===== src/rtl/sad_result_collector.sv =====
// sad_result_collector
//
// Receiving end of the per-core SAD result interface. Accepts one
// (SAD, row, column) result from each of NUM_CORES search cores over a
// valid/ack handshake. Arbitration is round-robin. A single time-shared
// comparator keeps the running minimum. min_valid_o rises once every core
// has reported for the current search.
//
// Optional build macro: SAD_TIE_RASTER_EN
//   defined   : on equal SAD the candidate replaces the incumbent when its
//               {row,col} is lexicographically smaller. The final result
//               does not depend on arrival order.
//   undefined : on equal SAD the earliest-accepted result is kept.
//
// Ports
//   clk_i         rising-edge clock
//   rst_i         synchronous, active-high reset
//   start_i       single-cycle pulse that begins a new search (restarts if busy)
//   core_valid_i  per-core result valid, held until acked
//   core_sad_i    packed SADs, core i at [i*SAD_W +: SAD_W]
//   core_row_i    packed rows, core i at [i*IDX_W +: IDX_W]
//   core_col_i    packed columns, core i at [i*IDX_W +: IDX_W]
//   core_ack_o    one-hot, one-cycle accept pulse
//   min_sad_o     running/final minimum SAD
//   min_row_o     row of the minimum
//   min_col_o     column of the minimum
//   min_valid_o   all cores reported, min_* are final
//   busy_o        high while collecting
//
// state    | meaning
// ---------+-----------------------------------------------------------
// IDLE     | after reset, waiting for start_i
// COLLECT  | granting one eligible core per cycle, updating the minimum
// DONE     | every core reported; min_* and min_valid_o held

module sad_result_collector #(
    parameter int NUM_CORES = 8,
    parameter int SAD_W     = 32,
    parameter int IDX_W     = 8
) (
    input  logic                       clk_i,
    input  logic                       rst_i,
    input  logic                       start_i,
    input  logic [NUM_CORES-1:0]       core_valid_i,
    input  logic [NUM_CORES*SAD_W-1:0] core_sad_i,
    input  logic [NUM_CORES*IDX_W-1:0] core_row_i,
    input  logic [NUM_CORES*IDX_W-1:0] core_col_i,
    output logic [NUM_CORES-1:0]       core_ack_o,
    output logic [SAD_W-1:0]           min_sad_o,
    output logic [IDX_W-1:0]           min_row_o,
    output logic [IDX_W-1:0]           min_col_o,
    output logic                       min_valid_o,
    output logic                       busy_o
);

    localparam int PTR_W = (NUM_CORES > 1) ? $clog2(NUM_CORES) : 1;

    typedef enum logic [1:0] {
        ST_IDLE,
        ST_COLLECT,
        ST_DONE
    } state_t;

    state_t               state_q, state_d;
    logic [NUM_CORES-1:0] seen_q, seen_d;
    logic [PTR_W-1:0]     ptr_q, ptr_d;
    logic [NUM_CORES-1:0] ack_q, ack_d;
    logic [SAD_W-1:0]     min_sad_q, min_sad_d;
    logic [IDX_W-1:0]     min_row_q, min_row_d;
    logic [IDX_W-1:0]     min_col_q, min_col_d;
    logic                 min_valid_q, min_valid_d;

    logic [NUM_CORES-1:0] eligible;
    logic                 grant_found;
    logic [PTR_W-1:0]     grant_idx;
    int                   scan_idx;

    logic [SAD_W-1:0]     cand_sad;
    logic [IDX_W-1:0]     cand_row;
    logic [IDX_W-1:0]     cand_col;
    logic                 cand_wins;
    logic                 first_accept;

    // Cores that already reported this search are masked out, so a core
    // that keeps its valid high after the ack is simply ignored.
    assign eligible = core_valid_i & ~seen_q;

    // First eligible core at or after the pointer, wrapping around.
    always_comb begin
        grant_found = 1'b0;
        grant_idx   = '0;
        scan_idx    = 0;
        for (int k = 0; k < NUM_CORES; k++) begin
            scan_idx = int'(ptr_q) + k;
            if (scan_idx >= NUM_CORES) begin
                scan_idx = scan_idx - NUM_CORES;
            end
            if (!grant_found && eligible[scan_idx[PTR_W-1:0]]) begin
                grant_found = 1'b1;
                grant_idx   = scan_idx[PTR_W-1:0];
            end
        end
    end

    assign cand_sad = core_sad_i[grant_idx*SAD_W +: SAD_W];
    assign cand_row = core_row_i[grant_idx*IDX_W +: IDX_W];
    assign cand_col = core_col_i[grant_idx*IDX_W +: IDX_W];

    // The first accept of a search always loads, so an all-ones SAD still
    // brings its own row/col in place of the cleared zeros.
    assign first_accept = (seen_q == '0);

`ifdef SAD_TIE_RASTER_EN
    assign cand_wins = (cand_sad < min_sad_q) ||
                       ((cand_sad == min_sad_q) &&
                        ({cand_row, cand_col} < {min_row_q, min_col_q}));
`else
    assign cand_wins = (cand_sad < min_sad_q);
`endif

    always_comb begin
        state_d     = state_q;
        seen_d      = seen_q;
        ptr_d       = ptr_q;
        ack_d       = '0;
        min_sad_d   = min_sad_q;
        min_row_d   = min_row_q;
        min_col_d   = min_col_q;
        min_valid_d = min_valid_q;

        // Start clears the search from any state; a grant in the same
        // cycle is dropped because the clear takes precedence below.
        if (start_i) begin
            state_d     = ST_COLLECT;
            seen_d      = '0;
            ptr_d       = '0;
            min_sad_d   = '1;
            min_row_d   = '0;
            min_col_d   = '0;
            min_valid_d = 1'b0;
        end else if (state_q == ST_COLLECT && grant_found) begin
            ack_d[grant_idx]  = 1'b1;
            seen_d[grant_idx] = 1'b1;
            if (grant_idx == PTR_W'(NUM_CORES - 1)) begin
                ptr_d = '0;
            end else begin
                ptr_d = grant_idx + 1'b1;
            end
            if (first_accept || cand_wins) begin
                min_sad_d = cand_sad;
                min_row_d = cand_row;
                min_col_d = cand_col;
            end
            if (&seen_d) begin
                state_d     = ST_DONE;
                min_valid_d = 1'b1;
            end
        end
    end

    always_ff @(posedge clk_i) begin
        if (rst_i) begin
            state_q     <= ST_IDLE;
            seen_q      <= '0;
            ptr_q       <= '0;
            ack_q       <= '0;
            min_sad_q   <= '0;
            min_row_q   <= '0;
            min_col_q   <= '0;
            min_valid_q <= 1'b0;
        end else begin
            state_q     <= state_d;
            seen_q      <= seen_d;
            ptr_q       <= ptr_d;
            ack_q       <= ack_d;
            min_sad_q   <= min_sad_d;
            min_row_q   <= min_row_d;
            min_col_q   <= min_col_d;
            min_valid_q <= min_valid_d;
        end
    end

    assign core_ack_o  = ack_q;
    assign min_sad_o   = min_sad_q;
    assign min_row_o   = min_row_q;
    assign min_col_o   = min_col_q;
    assign min_valid_o = min_valid_q;
    assign busy_o      = (state_q == ST_COLLECT);

endmodule

===== config.mk =====
export PLATFORM = sky130hd
export DESIGN_NAME = sad_result_collector
export DESIGN_NICKNAME = d
export VERILOG_FILES = /design/src/rtl/sad_result_collector.sv
export SDC_FILE = /design/constraint.sdc
export NUM_CORES = 1
export LEC_CHECK = 0
export BUFFER_PORTS_ARGS = -buffer_cell sky130_fd_sc_hd__buf_2
export CELL_PAD_IN_SITES_DETAIL_PLACEMENT = 0
export CELL_PAD_IN_SITES_GLOBAL_PLACEMENT = 1
export CORE_AREA = 2 2 178 180
export DETAILED_ROUTE_END_ITERATION = 7
export DIE_AREA = 0 0 180 182
export PLACE_DENSITY_LB_ADDON = 0.25
export SKIP_CTS_REPAIR_TIMING = 1
export SLEW_MARGIN = 20
export SYNTH_ARGS = -nofsm -noshare
export SYNTH_HDL_FRONTEND = slang
export SYNTH_SLANG_ARGS = --single-unit
export TNS_END_PERCENT = 5

===== constraint.sdc =====
create_clock -name clk_i -period 13.85 [get_ports clk_i]
set_input_delay 1.385 -clock clk_i [delete_from_list [all_inputs] [get_ports clk_i]]
set_output_delay 1.385 -clock clk_i [all_outputs]
set_load 0.005 [all_outputs]

==> results.yml <==
detailed_routing:
  wl_per_cell_um: 23.7
  drtAntennaViolNets: 0
  wirelength_mm: 40.6
  dr.pass1.iters: 5
  vias: 9409
  post-route-drc-count: 0
  initialDrtViolationCount: 663
  avgViaCountPerCell: 5.50
worst_setup_path:
  cp.required_ps: 14030
  criticalPathCategory: "reg2reg"
  critPathMaxFanout: 46
  reg2reg_slack_ps: 4090
  end_kind: "flip-flop"
  cp-start-kind: "flip-flop"
  cp.arrival_ps: 9940
logic_synthesis:
  syn_nets: 1342
  synth_area_leader_cell: "dfxtp_1"
  synth_top_family_by_area: "compound AO/OA/AOI/OAI gates"
  synth_compound_area_share_pct: 40.2
  synth_edf_count: 0
  yosysMostFrequentCell: "nand2_1"
  ys_ff_latch: 69
  yosys.area_share.xor_xnor_pct: 0.588
  synthDominantCellAreaShare_pct: 18.6
  synth_async_sr_flop_share_pct: 0
  synth_cell_type_count: 80
  synthesis.area_um2: 7440
  synth_area_leaders: "dfxtp_1, o22a_1, ha_1, nand2_1, a22oi_1"
  yosys-top-cells-count: "nand2_1, o22a_1, dfxtp_1"
  synthSimpleGateAreaFrac_pct: 19.9
  syn_area_per_cell_um2: 8.15
  synth_mux_area_share_pct: 6.89
  synth_seq_area_share_pct: 18.6
  yosys.area_share.adder_pct: 5.72
  synthFlopType: "dfxtp_1"
  yosys_warnings: 0
  syn_inst: 913
clock_network:
  cts.clk_slew.worst_paths_ps: 60
  cts_made_buffers: 9
  clk-insertion-delay-late_ps: 340
  clockRootBuffer: "clkbuf_16"
  clockBufferDepth: 2
  cts_sinks: 69
  htree_levels: 3
  cts_tree: "built"
hold_path:
  worstHoldPathType: "reg2reg"
power:
  p_seq_share_pct: 16.9
  power.net_switching_mw: 0.874
  swShare_pct: 51.4
  pwr-share-comb_pct: 71.0
  ir_drop_uv: 96.1
  p_leak_nw: 4.58
  internal_power_mw: 0.825
  clkPwrFrac_pct: 12.1
  power.density_nw_per_um2: 166
sta:
  worst_slew_pin_slew_ps: 1120
  fmax_ghz: 0.102
  finalCritPeriodShare_pct: 70.5
  slew_headroom_pct: 24.7
  rsz0062_at_grt: "false"
  setup_tns_ps: 0
  finalSetupViolCount: 0
  post-route-min-period_ps: 9760
  slew_violations: 0
  skew_ps: 7.50
  hold_viol: 0
  timing.final.ws_setup_ps: 4090
place:
  gp_congestion: 0.928
  dp_cells: 1698
  dp_slack_ps: 4050
  port_buffers: 452
  placed_cell_area_um2: 9960
  hpwl_mm: 32.4
job:
  cap_violations: 0
global_routing:
  gr-usage-all-layers_pct: 23.6
  antenna_found_initial: 1
  globalRouteOverflowTotal: 0
  grt_pass1_wl_mm: 58.9
  grt_pass1_vias: 9330
  grt_max_degree: 71
finish:
  antennaDiodeCount: 0
  finalNonFillerCells: 1711
  final_area_um2: 10200
  drive_above_1_share_pct: 40.5
  final_nets: 1736
  syn_to_final_growth_pct: 37.3
floorplanning:
  core_region_area_um2: 31000
  die_h_um: 182
  core.rowCount: 65
  start_util_pct: 24.0
  num_io_pins: 453
  die_w_um: 180
  die_area_um2: 32800
run_status:
  status: "finished clean"
worst max-delay path, stage by stage, from the launching register on:
cell and delay, ps:
dfxtp_1 310, buf_4 350, inv_1 230, ha_1 280, xnor2_1 520, mux4_2 650, a2111oi_4 540, a221o_1 350
a21oi_4 80, inv_2 670, nand3_1 650, buf_4 430, o22a_1 220, and4_1 260, ha_1 310, nand4_1 120
nor3_1 60, a2111oi_0 330, o21ai_0 160, o221ai_1 210, nor4b_1 830, o2111a_1 780, buf_4 420, or3_1 590
a31oi_1 180
layout make-up:
| class | count | area [µm²] |
|---|---|---|
| multi-input cells | 707 | 5500 |
| well taps | 402 | 503 |
| repair buffers | 468 | 2380 |
| clock inverters | 3 | 15.0 |
| flip-flops and latches | 69 | 1380 |
| inverters | 52 | 198 |
| clock buffers | 10 | 239 |
| fillers | 3413 | 20800 |
cells in the final DEF, fill, tap and decap left out, types with 20 or more instances in the layout:
master and count:
a21oi_1 34, a22oi_1 43, a311oi_1 20, and4_1 30, buf_2 452, dfxtp_1 69
ha_1 34, inv_1 49, nand2_1 87, nor2_1 35, nor3_1 31, o22a_1 77
power groups by stage:
| stage | clock (mW) | sequential (mW) | combinational, mW |
|---|---|---|---|
| after floorplan | 0 | 0.278 | 0.764 |
| after global placement | 0 | 0.293 | 1.21 |
| after detailed placement | 0 | 0.293 | 1.21 |
| after CTS | 0.212 | 0.289 | 1.22 |
| after global routing | 0.221 | 0.293 | 1.32 |
| final | 0.206 | 0.287 | 1.21 |
path summary, 6_finish.rpt:
check                                  start            to  cells past startpoint
worst max-delay path                ptr_q[0]  min_col_o[0]                     24
worst min-delay path            min_col_o[1]  min_col_o[1]                      2
worst min register to register  min_col_o[1]  min_col_o[1]                      2
worst max register to register      ptr_q[0]  min_col_o[0]                     24
registers in the layout, summed over array words and instances (netlist names):
name	cells
min_row_o	8
state_q	1
core_ack_o	8
min_col_o	8
min_sad_o	32
min_valid_o	1
seen_q	8
ptr_q	3
cells by family (layout without fill, tap and decap cells):
| group | count (synthesis) | in the layout |
|---|---|---|
| xor gates and xnor gates | 5 | 5 |
| buffers and inverters | 137 | 533 |
| AOI/OAI and AO/OA | 362 | 362 |
| muxes | 32 | 32 |
| adders and majority gates | 34 | 34 |
| DFF | 69 | 69 |
| and+or+nand+nor | 274 | 274 |
through the flow:
step                utilization, %  hold WS (ps)  power [mW]
floorplan                        -           463        1.04
global placement              32.1           517        1.51
detailed placement            32.1           534        1.50
CTS                           33.0           548        1.72
global route                  33.0           573        1.83
finish                        33.0           545        1.70
layer usage:
metal	vias up	track usage [%]	part of all wire, %
met5	-	0	0.017
met4	2	4.98	1.6
met3	35	4.03	6.0
met2	432	44.2	53
met1	4498	28.0	40
li1	4442	-	-
No activity file was read; power rests on OpenSTA's default activity.
